==> src/rtl/fetch_decode_stage.sv <==
// Fetch and decode front end: owns the PC, drives a synchronous-read instruction
// memory, registers returned words into IF/ID and decodes register-file fields.
module fetch_decode_stage #(
    parameter logic [31:0] RESET_PC = 32'h0000_0000,
    parameter int          XLEN     = 32
) (
    input  logic            clk,
    input  logic            rst_n,
    input  logic            stall,
    input  logic            redirect_valid,
    input  logic [XLEN-1:0] redirect_pc,
    output logic            imem_req,
    output logic [XLEN-1:0] imem_addr,
    input  logic [XLEN-1:0] imem_rdata,
    output logic [XLEN-1:0] instruction_memory,
    output logic [4:0]      rd,
    output logic [4:0]      rs1_address,
    output logic [4:0]      rs2_address,
    output logic            en,
    output logic            id_valid,
    output logic [XLEN-1:0] id_pc,
    output logic            illegal
);

    typedef enum logic [1:0] {
        ST_BOOT  = 2'd0,
        ST_RUN   = 2'd1,
        ST_HOLD  = 2'd2,
        ST_FLUSH = 2'd3
    } state_t;

    localparam logic [6:0] OP_LUI    = 7'b0110111;
    localparam logic [6:0] OP_AUIPC  = 7'b0010111;
    localparam logic [6:0] OP_JAL    = 7'b1101111;
    localparam logic [6:0] OP_JALR   = 7'b1100111;
    localparam logic [6:0] OP_LOAD   = 7'b0000011;
    localparam logic [6:0] OP_IMM    = 7'b0010011;
    localparam logic [6:0] OP_REG    = 7'b0110011;
    localparam logic [6:0] OP_BRANCH = 7'b1100011;
    localparam logic [6:0] OP_STORE  = 7'b0100011;
    localparam logic [6:0] OP_FENCE  = 7'b0001111;
    localparam logic [6:0] OP_SYSTEM = 7'b1110011;

    localparam logic [XLEN-1:0] WORD_MASK    = 32'hFFFF_FFFC;
    localparam logic [XLEN-1:0] RESET_PC_ALN = RESET_PC & WORD_MASK;

    // Opcodes that write a result into rd.
    function automatic logic is_write_opcode(input logic [6:0] op);
        logic hit;
        case (op)
            OP_LUI, OP_AUIPC, OP_JAL, OP_JALR,
            OP_LOAD, OP_IMM, OP_REG:           hit = 1'b1;
            default:                           hit = 1'b0;
        endcase
        return hit;
    endfunction

    // Any RV32I base opcode with the 32-bit encoding marker in bits [1:0].
    function automatic logic is_legal_opcode(input logic [6:0] op);
        logic hit;
        case (op)
            OP_BRANCH, OP_STORE, OP_FENCE, OP_SYSTEM: hit = 1'b1;
            default:                                  hit = is_write_opcode(op);
        endcase
        return hit && (op[1:0] == 2'b11);
    endfunction

    state_t            state_r;
    state_t            state_next_s;
    logic [XLEN-1:0]   pc_r;
    logic [XLEN-1:0]   fetch_pc_r;
    logic              fetch_valid_r;
    logic [XLEN-1:0]   instr_r;
    logic [XLEN-1:0]   id_pc_r;
    logic              id_valid_r;
    logic              advance_s;
    logic              capture_s;
    logic              req_s;
    logic              illegal_s;
    logic              en_s;

    // FSM state register.
    always_ff @(posedge clk or negedge rst_n) begin
        if (!rst_n) begin
            state_r <= ST_BOOT;
        end else begin
            state_r <= state_next_s;
        end
    end

    // FSM next state: a redirect wins over stall in every state.
    always_comb begin
        state_next_s = state_r;
        case (state_r)
            ST_BOOT, ST_RUN, ST_HOLD, ST_FLUSH: begin
                if (redirect_valid) begin
                    state_next_s = ST_FLUSH;
                end else if (stall) begin
                    state_next_s = ST_HOLD;
                end else begin
                    state_next_s = ST_RUN;
                end
            end
            default: state_next_s = ST_BOOT;
        endcase
    end

    // FSM outputs: fetch advance, IF/ID capture and memory request.
    always_comb begin
        advance_s = 1'b0;
        capture_s = 1'b0;
        if (redirect_valid) begin
            advance_s = 1'b0;
        end else if (stall) begin
            advance_s = 1'b0;
        end else begin
            advance_s = 1'b1;
            case (state_r)
                ST_RUN, ST_HOLD:   capture_s = fetch_valid_r;
                ST_BOOT, ST_FLUSH: capture_s = 1'b0;
                default:           capture_s = 1'b0;
            endcase
        end
        if (!rst_n) begin
            req_s = 1'b0;
        end else begin
            req_s = redirect_valid || !stall;
        end
    end

    // PC and in-flight fetch tracking; fetch_pc_r names the word arriving next cycle.
    always_ff @(posedge clk or negedge rst_n) begin
        if (!rst_n) begin
            pc_r          <= RESET_PC_ALN;
            fetch_pc_r    <= 32'h0000_0000;
            fetch_valid_r <= 1'b0;
        end else if (redirect_valid) begin
            pc_r          <= redirect_pc & WORD_MASK;
            fetch_valid_r <= 1'b0;
        end else if (advance_s) begin
            pc_r          <= pc_r + 32'd4;
            fetch_pc_r    <= pc_r;
            fetch_valid_r <= 1'b1;
        end else begin
            pc_r          <= pc_r;
            fetch_pc_r    <= fetch_pc_r;
            fetch_valid_r <= fetch_valid_r;
        end
    end

    // IF/ID pipeline register; word and PC are kept on a bubble, only valid drops.
    always_ff @(posedge clk or negedge rst_n) begin
        if (!rst_n) begin
            instr_r    <= 32'h0000_0000;
            id_pc_r    <= 32'h0000_0000;
            id_valid_r <= 1'b0;
        end else if (redirect_valid) begin
            id_valid_r <= 1'b0;
        end else if (capture_s) begin
            instr_r    <= imem_rdata;
            id_pc_r    <= fetch_pc_r;
            id_valid_r <= 1'b1;
        end else if (advance_s) begin
            id_valid_r <= 1'b0;
        end else begin
            id_valid_r <= id_valid_r;
        end
    end

    // Decode of the IF/ID word.
    always_comb begin
        illegal_s = 1'b0;
        en_s      = 1'b0;
        if (id_valid_r) begin
            illegal_s = !is_legal_opcode(instr_r[6:0]);
            en_s      = !illegal_s && is_write_opcode(instr_r[6:0])
                        && (instr_r[11:7] != 5'd0);
        end else begin
            illegal_s = 1'b0;
            en_s      = 1'b0;
        end
    end

    assign imem_req           = req_s;
    assign imem_addr          = pc_r;
    assign instruction_memory = instr_r;
    assign rd                 = instr_r[11:7];
    assign rs1_address        = instr_r[19:15];
    assign rs2_address        = instr_r[24:20];
    assign id_valid           = id_valid_r;
    assign id_pc              = id_pc_r;
    assign en                 = en_s;
    assign illegal            = illegal_s;

endmodule
==> config.mk <==
export PLATFORM = sky130hd
export DESIGN_NAME = fetch_decode_stage
export DESIGN_NICKNAME = d
export VERILOG_FILES = /design/src/rtl/fetch_decode_stage.sv
export SDC_FILE = /design/constraint.sdc
export NUM_CORES = 1
export LEC_CHECK = 0
export CORE_AREA = 2 2 115 117
export CTS_CLUSTER_SIZE = 24
export DETAILED_ROUTE_END_ITERATION = 12
export DIE_AREA = 0 0 117 119
export GPL_ROUTABILITY_DRIVEN = 0
export MAX_ROUTING_LAYER = met4
export PLACE_DENSITY = 0.77
export REMOVE_ABC_BUFFERS = 1
export SYNTH_ARGS = -nofsm -noshare
export SYNTH_HDL_FRONTEND = slang
export SYNTH_SLANG_ARGS = --single-unit
==> constraint.sdc <==
create_clock -name clk -period 2.55 [get_ports clk]
set_clock_uncertainty 0.1 [all_clocks]
set_input_delay 0.51 -clock clk [delete_from_list [all_inputs] [get_ports clk]]
set_output_delay 0.51 -clock clk [all_outputs]
set_load 0.02 [all_outputs]
[Word level (Yosys, flattened, before mapping)]
Index checks and enable logic that the tools add are counted.
Operators by class
  $mul: 0
  equal/unequal tests: 15
  div/mod/pow operators: 0
  add/subtract/negate cells: 1
  bitwise logic cells: 1
  reductions and logical operators: 17
  $lt $le $gt $ge: 0
  multiplexer cells: 22
  shift-type cells: 0
Operators by type and width (number)
  32-bit two-way mux: 2
  32-bit by 3-bit adder with 32-bit output (second input constant): 1
  7-bit == test (second input constant): 4
  7-bit by 6-bit == test with 1-bit output (second input constant): 3
  1-bit two-way mux: 16
  7-bit by 5-bit == test with 1-bit output (second input constant): 2
  4-bit OR reduction: 2
  7-bit by 2-bit == test with 1-bit output (second input constant): 1
  7-bit by 4-bit == test with 1-bit output (second input constant): 1
  7-bit OR reduction: 1
  2-bit == test (second input constant): 3
  2-bit two-way mux: 3
  5-bit nonzero test: 1
  2-bit AND reduction: 2
  2-bit OR reduction: 2
  1-bit logical AND: 3
  3-bit nonzero test: 1
  2-bit by 1-bit == test with 1-bit output (second input constant): 1
  1-bit logical NOT: 2
  2-bit logical NOT: 1
  1-bit case mux with 2 select lines: 1
  2-bit nonzero test: 1
  1-bit logical OR: 1
  1-bit inverter: 1
Storage, ports and cells
  memories: 0
  output and inout port bits: 115
  ROM bits: 0
  latch bits: 0
  bits of input ports: 68
  word-level logic and storage cells: 63
  memory bits (writable): 0
  register bits: 132

[Longest topological paths before layout]
  word-level depth: 9
  gate-level depth with buffers: 7
  gate-level depth less buffers: 5

[Worst setup path after synthesis]
Ideal clock, no wire load.
  kind: input-to-reg
  start point: input port stall
  end point: register pc_r[29], in the netlist imem_addr[29]
  stages on the path: 6
  setup time: 0.082 ns
  setup slack: 0.360 ns
  arrival time: 2.008 ns
  buffers on the path: 2
  cells stage by stage: buf_2 -> nand4b_4 -> or4_4 -> buf_6 -> or4_1 -> a31oi_1
Between the ends
  longest elaborated chain between the ends: 3
Ends and longest elaborated chain
  from (decl): line 9  | input logic stall,
  1-bit two-way mux: line 114  | end else if (stall) begin
  1-bit two-way mux: line 112  | if (redirect_valid) begin
  2-bit nonzero test (no source line)
  to (signal assigned): line 138  | pc_r <= redirect_pc & WORD_MASK;
  to (signal assigned): line 141  | pc_r <= pc_r + 32'd4;
  to (signal assigned): line 145  | pc_r <= pc_r;
  to (decl): line 70  | logic [XLEN-1:0] pc_r;
No other way between the ends.
A chain may end at the register's enable or synchronous reset.

[Worst setup path after layout]
  start point: register instr_r[6], in the netlist instruction_memory[6]
  end point: output port illegal
Between the ends
  longest elaborated chain between the ends: 8
  elaborated cells between the ends (all ways): 19
  those cells by class: 11 x eq/ne; 4 x mux; 4 x reduce/logical
Ends and longest elaborated chain
  from (decl): line 73  | logic [XLEN-1:0] instr_r;
  from (signal assigned): line 160  | instr_r <= imem_rdata;
  7-bit by 6-bit == test with 1-bit output (tied with other cells): line 50  | case (op)
  7-bit OR reduction: line 50
  1-bit two-way mux: line 50
  1-bit two-way mux *: line 61  | case (op)
  1-bit two-way mux *: line 174  | if (id_valid_r) begin
  1-bit logical AND *: line 65  | return hit && (op[1:0] == 2'b11);
  1-bit logical NOT *: line 175  | illegal_s = !is_legal_opcode(instr_r[6:0]);
  1-bit two-way mux *: line 174
  to (decl): line 22  | output logic illegal
Every way passes the cells marked *; elsewhere a longest branch is shown, timed or not. The select of a mux whose other input is x is not followed.

==> run_summary.xml <==
<?xml version="1.0" encoding="UTF-8"?>
<metrics>
  <group name="critical_path">
    <metric name="cp-end-kind" unit="">primary output</metric>
    <metric name="largest_fanout_on_the_critical_path" unit="">8</metric>
    <metric name="setup.worst_path.class" unit="">reg2out</metric>
    <metric name="r2r-start" unit="">imem_addr[2]</metric>
    <metric name="worst-endpoint-required" unit="ns">1.94</metric>
    <metric name="crit_path_arrival_time" unit="ns">1.84</metric>
    <metric name="cp-start-kind" unit="">flop</metric>
    <metric name="worst_setup_path_startpoint" unit="">instruction_memory[6]</metric>
  </group>
  <group name="grt">
    <metric name="antenna_violations_before_repair" unit="">0</metric>
    <metric name="global_routing_usage_summed_across_all_routing_layers" unit="%">21.1</metric>
    <metric name="overflow" unit="">0</metric>
    <metric name="grt_start_max_net_pins" unit="">67</metric>
    <metric name="global_route_wire_length_before_repair" unit="mm">22.1</metric>
    <metric name="grt_pass1_vias" unit="">4336</metric>
  </group>
  <group name="synth">
    <metric name="post_synthesis_sequential_area_ratio" unit="%">56.8</metric>
    <metric name="synth_cell_types" unit="">44</metric>
    <metric name="async_reset_ff_share" unit="%">100</metric>
    <metric name="synthesis.area_per_instance" unit="sq um">12.3</metric>
    <metric name="synth_top_family_by_area" unit="">multiplexers</metric>
    <metric name="yosys_warnings" unit="">0</metric>
    <metric name="post_synth_inst_count" unit="">450</metric>
    <metric name="syn-cell-area" unit="sq mm">0.00555</metric>
    <metric name="yosys-mux-area-fraction" unit="%">18.0</metric>
    <metric name="yosys_register_bits" unit="">126</metric>
    <metric name="post_synth_fa_ha_maj_area_fraction" unit="%">0.226</metric>
    <metric name="dominantRegCellSynth" unit="">sky130_fd_sc_hd__dfrtp_1</metric>
    <metric name="synth_edf_count" unit="">0</metric>
    <metric name="synth_top_cells_by_area" unit="">sky130_fd_sc_hd__dfrtp_1 (57%), sky130_fd_sc_hd__mux2_2 (18%), sky130_fd_sc_hd__buf_4 (2.6%), sky130_fd_sc_hd__or4_1 (2.0%), sky130_fd_sc_hd__a31oi_1 (1.8%)</metric>
    <metric name="synth_xor_area_share" unit="%">1.89</metric>
    <metric name="synth_top_area_cell" unit="">sky130_fd_sc_hd__dfrtp_1</metric>
    <metric name="synth_compound_gate_area_share" unit="%">6.70</metric>
    <metric name="synthSimpleGateAreaFrac" unit="%">11.1</metric>
    <metric name="post-synth-top-area-fraction" unit="%">56.8</metric>
  </group>
  <group name="final_layout">
    <metric name="num-fill-cells" unit="">1024</metric>
    <metric name="post-route-util" unit="%">62.5</metric>
    <metric name="finalNetCount" unit="">696</metric>
    <metric name="areaGrowthSynthToFinish" unit="%">45.0</metric>
    <metric name="n_antenna_cell" unit="">0</metric>
    <metric name="final_layout_size_suffix_gt1_share" unit="%">23.4</metric>
    <metric name="post-route-cell-area" unit="sq mm">0.00804</metric>
  </group>
  <group name="pwr">
    <metric name="power.total" unit="mW">7.29</metric>
    <metric name="static_power_due_to_leakage" unit="nW">3.34</metric>
    <metric name="power-per-cell-area" unit="mW/mm^2">906</metric>
    <metric name="vdd.ir_drop.worst" unit="uV">515</metric>
  </group>
  <group name="placement">
    <metric name="dp_hpwl" unit="mm">9.69</metric>
    <metric name="port-buffer-count" unit="">176</metric>
    <metric name="post_dp_cell_area" unit="sq mm">0.00751</metric>
  </group>
  <group name="timing">
    <metric name="fmaxAchievable" unit="GHz">0.408</metric>
    <metric name="relSlewSlack" unit="%">45.4</metric>
    <metric name="tightestPinTransition" unit="ns">0.820</metric>
    <metric name="setup-violations-final" unit="">0</metric>
    <metric name="final-max-slew-violation-count" unit="">0</metric>
    <metric name="layout_worst_path_cycle_share" unit="%">96.2</metric>
    <metric name="setup_repair_after_global_routing_missed_its_margin" unit="">false</metric>
    <metric name="final.min_clock_period" unit="ns">2.45</metric>
    <metric name="report.final.hold_viol_count" unit="">0</metric>
  </group>
  <group name="floorplanning">
    <metric name="boundary_pins" unit="">183</metric>
    <metric name="design.die.area" unit="sq mm">0.0139</metric>
    <metric name="fp.dieH" unit="microns">119</metric>
    <metric name="initial_core_util" unit="%">43.1</metric>
    <metric name="floorplan.rows" unit="">42</metric>
    <metric name="floorplan.core_area" unit="sq mm">0.0129</metric>
    <metric name="fp.dieW" unit="microns">117</metric>
  </group>
  <group name="clock_network">
    <metric name="cts_root_buffer" unit="">sky130_fd_sc_hd__clkbuf_16</metric>
    <metric name="clockBufferDepth" unit="">2</metric>
    <metric name="path_clk_slew" unit="ns">0.05</metric>
    <metric name="clkLatencyLatePin" unit="ns">0.41</metric>
    <metric name="postCtsHoldBufs" unit="">0</metric>
    <metric name="cts_tree" unit="">done</metric>
    <metric name="cts-buffers-inserted" unit="">17</metric>
    <metric name="cts.sinks" unit="">126</metric>
    <metric name="clock_tree.htree_level_count" unit="">4</metric>
  </group>
  <group name="hold_path">
    <metric name="hp-class" unit="">in2async</metric>
  </group>
  <group name="drt">
    <metric name="remaining_drc_errors" unit="">0</metric>
    <metric name="drtPass1Iterations" unit="">5</metric>
    <metric name="wirelength" unit="mm">13.6</metric>
    <metric name="drtIter0Drc" unit="">236</metric>
    <metric name="antenna_violating_nets_post_route" unit="">0</metric>
    <metric name="via_per_inst" unit="">5.16</metric>
    <metric name="detail_route.wl_per_cell" unit="microns">16.7</metric>
    <metric name="detailroute.via_count" unit="">4198</metric>
  </group>
  <group name="run">
    <metric name="maxcap_viol_count" unit="">0</metric>
  </group>
  <group name="outcome">
    <metric name="run_status" unit="">complete, no violations</metric>
  </group>
</metrics>
## worst paths after layout
path	cells past startpoint	end	slack (ns)
min	2	state_r[0]	0.18
min reg2reg	2	fetch_pc_r[23]	0.38
max reg2reg	6	imem_addr[18]	0.38
max	5	illegal	0.1
max in group asynchronous	2	id_pc[18]	1.60
min in group clk	2	fetch_pc_r[23]	0.38
## layout by cell type, fill, tap and decap left out, types with 2 or more instances in the layout
cell type	count
sky130_fd_sc_hd__and4_1	3
sky130_fd_sc_hd__clkinv_2	5
sky130_fd_sc_hd__or4_1	14
sky130_fd_sc_hd__clkbuf_1	3
sky130_fd_sc_hd__a21oi_1	4
sky130_fd_sc_hd__nor4_1	3
sky130_fd_sc_hd__mux2_2	88
sky130_fd_sc_hd__and3_1	4
sky130_fd_sc_hd__nor2_1	19
sky130_fd_sc_hd__nor3_1	2
sky130_fd_sc_hd__a31oi_1	16
sky130_fd_sc_hd__conb_1	4
sky130_fd_sc_hd__clkinv_1	2
sky130_fd_sc_hd__nand3_1	12
sky130_fd_sc_hd__dlygate4sd2_1	3
sky130_fd_sc_hd__o211ai_1	2
sky130_fd_sc_hd__dfrtp_1	126
sky130_fd_sc_hd__o31ai_1	12
sky130_fd_sc_hd__clkinvlp_4	2
sky130_fd_sc_hd__xnor2_1	6
sky130_fd_sc_hd__clkdlybuf4s50_1	171
sky130_fd_sc_hd__nor2b_1	2
sky130_fd_sc_hd__nand2_1	26
sky130_fd_sc_hd__or4_4	2
sky130_fd_sc_hd__xor2_1	6
sky130_fd_sc_hd__nand4_1	12
sky130_fd_sc_hd__clkbuf_16	17
sky130_fd_sc_hd__o21ai_0	20
sky130_fd_sc_hd__buf_12	3
sky130_fd_sc_hd__buf_4	19
sky130_fd_sc_hd__inv_1	7
## cell usage after synthesis, drive strengths merged, types with 2 or more instances
cell / number
nand4: 12
and2: 2
o21ai: 20
nor2b: 2
buf: 27
a21oi: 4
nor2: 20
and4: 4
or4: 16
inv: 7
and3: 4
o211ai: 2
nand3: 13
xnor2: 6
nor3: 2
xor2: 6
mux2: 88
nand4b: 2
clkinv: 2
nor4: 3
o31ai: 12
clkbuf: 16
a31oi: 16
dfrtp: 126
nand2: 26
## power by group
group          internal [mW]  switching (mW)  leakage [nW]
combinational           1.25            1.08          1.57
clock                   1.34           0.810         0.254
sequential              2.47           0.339          1.51
## what timing repair did
| item | in CTS | in global routing |
|---|---|---|
| buffers inserted | 0 | 0 |
| gates cloned | 0 | 0 |
| resized for setup | 7 | 3 |
| pin swaps | 0 | 0 |
| endpoints found under the setup margin | 3 | 2 |
## kinds of logic (layout without fill, tap and decap cells)
family,Yosys count,after routing
other,1,4
buffers and inverters,52,236
AND/OR/NAND/NOR,110,110
XOR/XNOR,12,12
AO/OA/AOI/OAI,59,59
flip-flops,126,126
multiplexers,89,89
adder cells (fa/ha/maj),1,1
## final cells by class
class | instances | area (sq um) | share of cell area (%)
multi-input cells | 275 | 2160 | 26.8
inverters | 9 | 33.8 | 0.420
clock buffers | 21 | 450 | 5.60
flip-flops and latches | 126 | 3150 | 39.2
well taps | 176 | 220 | 2.74
clock inverters | 8 | 70.1 | 0.871
repair buffers | 198 | 1960 | 24.3
## flip-flops by register name, summed over array words and instances, names as in the netlist
signal / count
id_pc: 30
id_valid: 1
state_r: 2
fetch_valid_r: 1
imem_addr: 30
fetch_pc_r: 30
instruction_memory: 32
## stage by stage
stage,setup slack [ns],hold slack (ns),setup TNS [ns],cells
final,0.0963,0.183,0,813
after global routing,0.0216,0.238,0,813
after CTS,0.0339,0.218,0,813
after detailed placement,-0.163,0.380,-1.11,784
after global placement,-0.110,0.359,-0.528,784
after floorplan,-1.41,0.114,-88.34,410
## layer usage
| layer | track usage, % | vias to the layer above | wire length, microns |
|---|---|---|---|
| met5 | - | - | 0 |
| met4 | 6.62 | 0 | 228 |
| met3 | 6.21 | 19 | 1000 |
| met2 | 34.1 | 165 | 6700 |
| met1 | 25.5 | 2045 | 5690 |
| li1 | - | 1969 | - |
## critical path, cell delays in order, from the launching register on
cell and delay (ns):
sky130_fd_sc_hd__dfrtp_1 0.45, sky130_fd_sc_hd__nor3b_1 0.25, sky130_fd_sc_hd__a21oi_1 0.08, sky130_fd_sc_hd__o32ai_2 0.21, sky130_fd_sc_hd__a31oi_1 0.10, sky130_fd_sc_hd__dlygate4sd2_1 0.34
No activity file was read; power rests on OpenSTA's default activity.
